### config.mk
export PLATFORM = sky130hd
export DESIGN_NAME = arb_seq_ctrl
export DESIGN_NICKNAME = d
export VERILOG_FILES = /design/src/rtl/arb_seq_pkg.sv /design/src/rtl/arb_rr_pick.sv /design/src/rtl/arb_seq_ctrl.sv
export SDC_FILE = /design/constraint.sdc
export NUM_CORES = 1
export LEC_CHECK = 0
export BUFFER_PORTS_ARGS = -buffer_cell sky130_fd_sc_hd__buf_2
export CAP_MARGIN = 5
export CORE_MARGIN = 4
export CORE_UTILIZATION = 33
export CTS_CLUSTER_DIAMETER = 30
export DETAILED_ROUTE_END_ITERATION = 8
export HOLD_SLACK_MARGIN = 0.15
export PLACE_DENSITY = 0.62
export SLEW_MARGIN = 10
export SYNTH_ARGS = -nofsm -noshare
export SYNTH_HDL_FRONTEND = slang
export SYNTH_SLANG_ARGS = --single-unit
### constraint.sdc
create_clock -name clock -period 4 [get_ports clock]
set_clock_uncertainty 0.1 [all_clocks]
set_input_delay 0.2 -clock clock [delete_from_list [all_inputs] [get_ports clock]]
set_output_delay 0.2 -clock clock [all_outputs]
set_load 0.02 [all_outputs]
### src/rtl/arb_seq_pkg.sv
// Shared types and helpers for the sequencing arbiter.
package arb_seq_pkg;

    // Controller states: idle, grant latency, grant held, forced idle gap.
    typedef enum logic [1:0] {
        ST_IDLE  = 2'd0,
        ST_WAIT  = 2'd1,
        ST_GRANT = 2'd2,
        ST_GAP   = 2'd3
    } state_e;

    // Arbitration policy selected by the mode input.
    typedef enum logic {
        FIXED = 1'b0,
        RR    = 1'b1
    } mode_e;

    // Largest of three non-negative integers.
    function automatic int max3(input int a, input int b, input int c);
        int m;
        m = a;
        if (b > m) m = b;
        if (c > m) m = c;
        return m;
    endfunction

    // Width needed for a counter that must hold the largest of the three
    // timing parameters without wrapping.
    function automatic int cnt_width(input int dly, input int hold, input int gap);
        int w;
        w = $clog2(max3(dly, hold, gap) + 1);
        if (w < 1) w = 1;
        return w;
    endfunction

endpackage

### src/rtl/arb_rr_pick.sv
// Combinational winner picker: first set request searching upward from a
// start pointer, wrapping around. Fixed priority is the pointer forced to 0.
module arb_rr_pick
    import arb_seq_pkg::*;
#(
    parameter int N_REQ = 4
) (
    input  logic [N_REQ-1:0]         req,
    input  logic [$clog2(N_REQ)-1:0] ptr,
    input  logic                     mode,
    output logic [$clog2(N_REQ)-1:0] idx,
    output logic                     valid
);

    localparam int IW = $clog2(N_REQ);

    logic [IW-1:0] eff_ptr;
    logic [IW:0]   sum;
    logic [IW-1:0] pos;

    // Scan all requesters once, starting at the effective pointer; the first
    // hit wins and later hits are ignored.
    always_comb begin
        eff_ptr = (mode_e'(mode) == RR) ? ptr : '0;
        idx     = '0;
        valid   = 1'b0;
        sum     = '0;
        pos     = '0;
        for (int off = 0; off < N_REQ; off++) begin
            sum = {1'b0, eff_ptr} + (IW+1)'(off);
            if (sum >= (IW+1)'(N_REQ)) begin
                sum = sum - (IW+1)'(N_REQ);
            end
            pos = sum[IW-1:0];
            if (!valid && req[pos]) begin
                valid = 1'b1;
                idx   = pos;
            end
        end
    end

endmodule

### src/rtl/arb_seq_ctrl.sv
// Sequencing arbiter: picks one requester, waits a programmable latency,
// grants for at most MAX_HOLD cycles, then forces GAP idle cycles before the
// next arbitration.
//
// Handshake: a requester holds req high to ask for the resource and must keep
// it high through the latency and the grant; dropping req at any edge before
// or during the grant gives the resource back (gnt falls one edge later).
// gnt is registered, one-hot or zero, and only ever high in ST_GRANT.
module arb_seq_ctrl
    import arb_seq_pkg::*;
#(
    parameter int N_REQ     = 4,
    parameter int GNT_DELAY = 4,
    parameter int MAX_HOLD  = 8,
    parameter int GAP       = 1
) (
    input  logic                     clock,
    input  logic                     rst,
    input  logic                     mode,
    input  logic [N_REQ-1:0]         req,
    output logic [N_REQ-1:0]         gnt,
    output logic [$clog2(N_REQ)-1:0] gnt_id,
    output logic                     busy,
    output logic                     timeout,
    output logic [1:0]               dbg_state
);

    localparam int IW = $clog2(N_REQ);
    localparam int CW = cnt_width(GNT_DELAY, MAX_HOLD, GAP);

    // Last-winner reset value gives requester 0 first round-robin priority.
    localparam logic [IW-1:0] LAST_RST  = IW'(N_REQ - 1);
    localparam logic [IW-1:0] IDX_ONE   = IW'(1);
    localparam logic [CW-1:0] CNT_ONE   = CW'(1);
    // WAIT/GAP count down to zero, so they are loaded with length minus one.
    localparam logic [CW-1:0] DLY_LOAD  = CW'(GNT_DELAY - 1);
    localparam logic [CW-1:0] GAP_LOAD  = CW'((GAP > 0) ? GAP - 1 : 0);
    localparam logic [CW-1:0] HOLD_MAX  = CW'(MAX_HOLD);

    state_e          state, state_n;
    logic [IW-1:0]   winner, winner_n;
    logic [IW-1:0]   last_winner, last_n;
    logic [CW-1:0]   dly_cnt, dly_n;
    logic [CW-1:0]   hold_cnt, hold_n;
    logic [N_REQ-1:0] gnt_n;
    logic            timeout_n;
    logic            go_rel;

    logic [IW-1:0]   rr_ptr;
    logic [IW-1:0]   pick_idx;
    logic            pick_valid;

    // Round-robin search starts just after the most recent granted index.
    always_comb begin
        rr_ptr = (last_winner == LAST_RST) ? '0 : last_winner + IDX_ONE;
    end

    arb_rr_pick #(
        .N_REQ (N_REQ)
    ) u_pick (
        .req   (req),
        .ptr   (rr_ptr),
        .mode  (mode),
        .idx   (pick_idx),
        .valid (pick_valid)
    );

    // Next-state, counter and output decode; every target defaults to hold.
    always_comb begin
        state_n   = state;
        winner_n  = winner;
        last_n    = last_winner;
        dly_n     = dly_cnt;
        hold_n    = hold_cnt;
        gnt_n     = gnt;
        timeout_n = 1'b0;
        go_rel    = 1'b0;

        case (state)
            ST_IDLE: begin
                if (pick_valid) begin
                    winner_n = pick_idx;
                    dly_n    = DLY_LOAD;
                    state_n  = ST_WAIT;
                end
            end
            ST_WAIT: begin
                if (!req[winner]) begin
                    go_rel = 1'b1;
                end else if (dly_cnt == '0) begin
                    gnt_n         = '0;
                    gnt_n[winner] = 1'b1;
                    hold_n        = CNT_ONE;
                    last_n        = winner;
                    state_n       = ST_GRANT;
                end else begin
                    dly_n = dly_cnt - CNT_ONE;
                end
            end
            ST_GRANT: begin
                if (!req[winner]) begin
                    go_rel = 1'b1;
                end else if (hold_cnt == HOLD_MAX) begin
                    timeout_n = 1'b1;
                    go_rel    = 1'b1;
                end else begin
                    hold_n = hold_cnt + CNT_ONE;
                end
            end
            ST_GAP: begin
                if (dly_cnt == '0) begin
                    state_n  = ST_IDLE;
                    winner_n = '0;
                end else begin
                    dly_n = dly_cnt - CNT_ONE;
                end
            end
            default: begin
                state_n  = ST_IDLE;
                winner_n = '0;
                gnt_n    = '0;
            end
        endcase

        // Common exit for abort, release and timeout: drop the grant and
        // either sit out the gap or return straight to idle.
        if (go_rel) begin
            gnt_n = '0;
            if (GAP == 0) begin
                state_n  = ST_IDLE;
                winner_n = '0;
            end else begin
                state_n = ST_GAP;
                dly_n   = GAP_LOAD;
            end
        end
    end

    // State, counters and registered outputs; reset wins over everything.
    always_ff @(posedge clock) begin
        if (rst) begin
            state       <= ST_IDLE;
            winner      <= '0;
            last_winner <= LAST_RST;
            dly_cnt     <= '0;
            hold_cnt    <= '0;
            gnt         <= '0;
            timeout     <= 1'b0;
        end else begin
            state       <= state_n;
            winner      <= winner_n;
            last_winner <= last_n;
            dly_cnt     <= dly_n;
            hold_cnt    <= hold_n;
            gnt         <= gnt_n;
            timeout     <= timeout_n;
        end
    end

    assign gnt_id    = winner;
    assign busy      = (state != ST_IDLE);
    assign dbg_state = state;

endmodule

; ---- Yosys cells after proc, flatten, opt, wreduce, memory -nomap -nowiden
; Index checks and enable logic that the tools add are counted.
[op_classes]
bitwise_logic = 2
n_eq_ne = 15
n_mux = 47
magnitude_cmp = 10
reduce_logical = 21
add_sub_neg = 10
[op_table]
columns = op, n
row1 = 2-to-1 mux 2 bit, 16
row2 = 2-to-1 mux 4 bit, 7
row3 = less-than comparator 2 x 3 -> 1 bit (second input constant), 5
row4 = 2-to-1 mux 1 bit, 13
row5 = inequality test 2 bit (second input constant), 6
row6 = inequality test 3 bit (second input constant), 4
row7 = one-hot mux 4 bit (3 select lines), 1
row8 = binary-select mux 1 bit (select 2 bit), 5
row9 = AND reduction 5 bit, 2
row10 = >= comparator 3 bit (second input constant), 3
row11 = AND reduction 3 bit, 3
row12 = one-hot mux 4 bit (2 select lines), 1
row13 = subtractor 2 x 1 -> 2 bit (second input constant), 4
row14 = adder 2 x 2 -> 3 bit (second input constant), 2
row15 = == test 2 bit (second input constant), 3
row16 = one-hot mux 2 bit (3 select lines), 1
row17 = nonzero test 2 bit, 3
row18 = adder 4 x 1 -> 4 bit (second input constant), 1
row19 = == test 4 bit (second input constant), 1
row20 = logical AND 1 bit, 4
row21 = logical NOT 4 bit, 1
row22 = one-hot mux 2 bit (2 select lines), 1
row23 = nonzero test 4 bit, 1
row24 = subtractor 4 x 1 -> 4 bit (second input constant), 1
row25 = other kinds (13), 16
[totals]
out_inout_bits = 10
regBits = 19
input_bits = 7

; ---- Logic depth before layout (Yosys ltp)
[logic_depth]
ltp_word = 20
ltp_mapped = 8
depth_no_buf = 7

; ---- Modules after synthesis
; A second synthesis with hierarchy kept.
[hier_totals]
cells_unflattened = 177
area_unflattened_um2 = 1425.1
[modules_own_cells]
columns = module, cells_each, area_each_um2, instances, seq_area_each_um2
row1 = arb_seq_ctrl, 134, 1143.6, 1, 380.4
row2 = arb_rr_pick, 43, 281.5, 1, 0.0

; ---- Least setup slack after synthesis
; Ideal clock, no wire load.
[synth_path]
path_type = flip-flop to flip-flop
start = register winner[0], in the netlist gnt_id[0]
end = register gnt[0]
synth_period_minus_slack_ns = 1.993
setup_ns = 0.115
required_time_ns = 3.785
t_arrival_ns = 1.778
stages_incl_launch_ff = 7
setup_slack_ns = 2.007
path_buffers = 1
cell_sequence = dfxtp_1 > mux4_1 > nand3_1 > buf_2 > nor3_1 > a21oi_1 > nor2_1
[synth_between]
elab_chain_len = 5
elab_cells_between_ends = 12
cone_classes = order compare: 2 / mux: 7 / reduce/logical: 3
[synth_lines]
columns = element, line
row1 = from (decl), arb_seq_ctrl.sv:41  ; logic [IW-1:0] winner, winner_n;
row2 = from (signal assigned), arb_seq_ctrl.sv:151  ; winner <= winner_n;
row3 = binary-select mux 1 bit (select 2 bit), "arb_seq_ctrl.sv:88, arb_seq_ctrl.sv:101"
row4 = 2-to-1 mux 1 bit (implied by the code), "arb_seq_ctrl.sv:88, arb_seq_ctrl.sv:101"
row5 = "2-to-1 mux 1 bit, on equally long branches", "arb_seq_ctrl.sv:101, arb_seq_ctrl.sv:88"
row6 = one-hot mux 1 bit (2 select lines), arb_seq_ctrl.sv:79  ; case (state)
row7 = OR reduction 2 bit (no source line), -
row8 = to (signal assigned), arb_seq_ctrl.sv:155  ; gnt <= gnt_n;
row9 = to (decl), arb_seq_ctrl.sv:21  ; output logic [N_REQ-1:0] gnt,
; Several ways; a longest one is shown, not always the timed one. The select of a mux whose other input is x is not followed.
; A chain may end at the register's enable or synchronous reset.

; ---- Worst setup path after layout
[layout_path]
start = register winner[0], in the netlist gnt_id[0]
end = register last_winner[0]
[layout_between]
elab_chain_len = 3
[layout_lines]
columns = element, line
row1 = binary-select mux 1 bit (select 2 bit), arb_seq_ctrl.sv:88  ; if (!req[winner]) begin
row2 = 2-to-1 mux 1 bit (implied by the code), arb_seq_ctrl.sv:88
row3 = AND reduction 3 bit (no source line), -
row4 = to (signal assigned), arb_seq_ctrl.sv:152  ; last_winner <= last_n;
row5 = to (decl), arb_seq_ctrl.sv:42  ; logic [IW-1:0] last_winner, last_n;
; Several ways; a longest one is shown, not always the timed one. The select of a mux whose other input is x is not followed.

==> results summary <==
Dividing the final minimum period by the clock period gives 0.544. The number of nets produced by synthesis is 170. By area the synthesized netlist is led by sky130_fd_sc_hd__dfxtp_1, sky130_fd_sc_hd__nor2_1, sky130_fd_sc_hd__ha_1, sky130_fd_sc_hd__o21ai_0, sky130_fd_sc_hd__a21oi_1. Of the cells placed in the final design, the portion with a size suffix greater than 1 is 0.142. The count of cell types in the netlist came out at 40.

The count of instances resized after the clock tree is built is 0. The floorplan die width is 69.4 µm. The number of buffers created by CTS came out at 3. The flow ran to the end, and the final reports show no timing, DRC or antenna violations. The post-synthesis area per instance is 7.97 µm².

Once detailed placement completed, the half-perimeter wirelength came to 2.05 mm. The area fraction in compound gates after synthesis is 0.212. The number of diodes is 0. The total power density per cell area is 586 nW/µm². The total track usage is 0.121. The data arrival time of the worst path came out at 2.23 ns. The library cells used most frequently in the layout, excluding fill and tap cells, are sky130_fd_sc_hd__nor2_1, sky130_fd_sc_hd__dfxtp_1, sky130_fd_sc_hd__buf_2. Of the total synthesized cell area, the portion taken by XOR and XNOR cells is 0. The initial standard-cell utilization of the core is 0.340. Before antenna repair, the detailed router went through 4 iterations. In this run the count of I/O pins placed on the die edge is 17. After synthesis, the largest family of logic cells by area is simple AND/OR/NAND/NOR gates. The required time reported for the critical path endpoint came out at approximately 4.1 ns.

The leftover overflow at the end of global routing is 0. The DRC violation count after routing came out at 0. For this block, the via count after detailed routing is ~1200. Of the total synthesized cell area, the portion taken by AND, OR, NAND and NOR gates is 0.269. The biggest area contributor in the post-synthesis netlist is sky130_fd_sc_hd__dfxtp_1. The number of filler cells placed in the layout is around 380. CTS built an H-tree with a depth of 1.

The clock sink count is 19. The gate count after technology mapping came out at 156. The weighted congestion at the end of routability-driven global placement came out at 0.920. The fraction of the yosys area taken by sequential cells came out at 0.306. The CTS clock-pin slew for the worst setup and hold paths came out at 0.08 ns.

The tool flagged a number of max-cap violations equal to 0. The standby leakage power is 0.582 nW. The final antenna-violating net count came out at 0.

The number of global-route vias before repair came out at 1092. The synthesis-stage register bit count is 19. The first global-routing pass estimated 4.89 mm of wire. The die footprint came out at 4810 µm². The violation count after the first detailed-routing iteration is between 50 and 60. The chip height came out at just under 70 µm. The final setup violation count came out at 0. The largest net degree at the start of global routing is 14.

The element type at the critical path start is a flop. After detailed routing, the number of vias per cell comes to 5.30. The path class of the tightest hold or removal check is in -> reg.

The count of port buffers added during placement came out at 16. The number of hold buffers added after CTS was 0. The final sum of negative setup slack is 0 ns. The hold violation count in the final report is 0.

The total chip power is 0.816 mW. The adder-cell area share of the yosys netlist came out at 0.0704. The max-slew violation count is 0. Wires add up to 2.71 mm. The achievable frequency is 460 MHz.

The final net count came out at 184. The initial antenna violation count came out at 0. The worst setup path category is reg -> reg. The share of the synthesized area in the top cell type came out at 0.306. In this run the post-CTS setup repair buffer count came out at 0. The commonest non-fill, non-tap cell in the layout is sky130_fd_sc_hd__nor2_1. The worst setup path is captured at a flop.

The placeable core region came out at 3660 µm². In this run the worst path has a maximum fanout of 13. The clock tree from TritonCTS is yes. The total number of yosys warnings is 0. In the final routed layout, each cell accounts on average for 12.5 µm. The root buffer selected by CTS is sky130_fd_sc_hd__clkbuf_8. The number of buffers on the longest clock path came out at 2. The maximum vdd drop came out at approximately 0.00018 V. The clock reaches the later pin of the worst-skew pair after 0.26 ns. Setup repair after global routing left no endpoint under its margin. For the finished layout, the period the worst path requires is ~2.2 ns.

The worst slew margin relative to its limit came out at 0.705. The number of placement rows came out at 22. The synthesized area came out at approximately 1200 µm². The multiplexer area fraction after synthesis came out at 0.0765. At the pin with the least slew margin, the transition time is about 0.44 ns. The area growth from synthesis to layout is 12.0%.
## synthesized netlist by cell type
| cell type | count |
|---|---|
| sky130_fd_sc_hd__nor4bb_1 | 1 |
| sky130_fd_sc_hd__a211oi_1 | 3 |
| sky130_fd_sc_hd__a22oi_1 | 1 |
| sky130_fd_sc_hd__nor2b_1 | 3 |
| sky130_fd_sc_hd__o221ai_1 | 1 |
| sky130_fd_sc_hd__nor2_1 | 25 |
| sky130_fd_sc_hd__a211o_1 | 2 |
| sky130_fd_sc_hd__and2_1 | 1 |
| sky130_fd_sc_hd__mux4_1 | 2 |
| sky130_fd_sc_hd__mux2i_1 | 2 |
| sky130_fd_sc_hd__a21o_1 | 1 |
| sky130_fd_sc_hd__a22o_1 | 1 |
| sky130_fd_sc_hd__nand4b_1 | 1 |
| sky130_fd_sc_hd__a2bb2oi_1 | 1 |
| sky130_fd_sc_hd__nand2b_1 | 4 |
| sky130_fd_sc_hd__clkbuf_1 | 3 |
| sky130_fd_sc_hd__ha_1 | 7 |
| sky130_fd_sc_hd__nand4_1 | 1 |
| sky130_fd_sc_hd__o21ai_0 | 12 |
| sky130_fd_sc_hd__nor3_1 | 3 |
| sky130_fd_sc_hd__o211a_1 | 1 |
| sky130_fd_sc_hd__nand2_1 | 11 |
| sky130_fd_sc_hd__nand3_1 | 3 |
| sky130_fd_sc_hd__o2111ai_1 | 1 |
| sky130_fd_sc_hd__dfxtp_1 | 19 |
| sky130_fd_sc_hd__o31ai_1 | 1 |
| sky130_fd_sc_hd__mux4_2 | 1 |
| sky130_fd_sc_hd__a32o_2 | 1 |
| sky130_fd_sc_hd__buf_6 | 1 |
| sky130_fd_sc_hd__buf_2 | 3 |
| sky130_fd_sc_hd__a21oi_1 | 11 |
| sky130_fd_sc_hd__a31oi_1 | 2 |
| sky130_fd_sc_hd__or2b_1 | 1 |
| sky130_fd_sc_hd__or3b_2 | 1 |
| sky130_fd_sc_hd__nand3b_1 | 3 |
| sky130_fd_sc_hd__or4_4 | 1 |
| sky130_fd_sc_hd__nor3b_1 | 5 |
| sky130_fd_sc_hd__inv_1 | 12 |
| sky130_fd_sc_hd__or2_0 | 1 |
| sky130_fd_sc_hd__a221oi_1 | 2 |
## area by class of cell
class | count | area (µm²) | share of cell area
multi-input combinational | 118 | 781 | 0.561
sequential | 19 | 380 | 0.273
timing repair buffer | 16 | 80.1 | 0.0575
tap | 48 | 60.1 | 0.0431
inverter | 12 | 45.0 | 0.0323
clock buffer | 3 | 41.3 | 0.0296
clock inverter | 1 | 5.00 | 0.00359
## sequential cells by signal (all words and copies together), names as in the netlist
name and cells:
dbg_state 2, timeout 1, hold_cnt 4, dly_cnt 4
gnt 4, gnt_id 2, last_winner 2
## kinds of logic after synthesis
kind of cell	count (synthesis)
adders and majority gates	7
buffers and inverters	19
DFF	19
AOI/OAI and AO/OA	41
muxes	5
and+or+nand+nor	65
## critical path, cell delays in order (launching register included)
cell and delay, ns:
sky130_fd_sc_hd__dfxtp_1 0.48, sky130_fd_sc_hd__mux4_1 0.73, sky130_fd_sc_hd__nand3_1 0.41, sky130_fd_sc_hd__nor2_1 0.07, sky130_fd_sc_hd__a211o_1 0.27
## stage by stage
stage / instance area [µm²] / utilization / worst slack (ns) / instances / hold WS [ns]
after floorplan: 1240 / - / 2.01 / 156 / 0.314
after global placement: 1350 / 0.368 / 1.92 / 213 / 0.377
after detailed placement: 1350 / 0.368 / 1.86 / 213 / 0.379
after CTS: 1390 / 0.380 / 1.83 / 217 / 0.168
after global routing: 1390 / 0.380 / 1.60 / 217 / 0.202
final: 1390 / 0.380 / 1.83 / 217 / 0.169
## per-layer routing
layer,up-vias,wire (µm),part of all wire,track usage
met5,-,0,0,0
met4,0,49,0.018,0.0542
met3,4,74,0.027,0.0217
met2,18,1230,0.45,0.207
met1,543,1360,0.50,0.148
li1,585,-,-,-
## where the power goes
group / leakage (nW) / switching [mW] / internal [mW] / total [mW]
Clock: 0.0255 / 0.0694 / 0.0694 / 0.139
Combinational: 0.401 / 0.228 / 0.166 / 0.395
Sequential: 0.155 / 0.0533 / 0.229 / 0.282
## final timing paths
kind	startpoint	endpoint	cells after the start	slack (ns)
worst max-delay path	gnt_id[0]$_SDFFE_PP0P_	last_winner[0]$_SDFFE_PP1P_	4	1.83
worst min-delay path	rst	hold_cnt[3]$_SDFFE_PP0P_	2	0.17
worst max register to register	gnt_id[0]$_SDFFE_PP0P_	last_winner[0]$_SDFFE_PP1P_	4	1.83
worst min register to register	hold_cnt[2]$_SDFFE_PP0P_	hold_cnt[2]$_SDFFE_PP0P_	2	0.39
No activity file was read; power rests on OpenSTA's default activity.
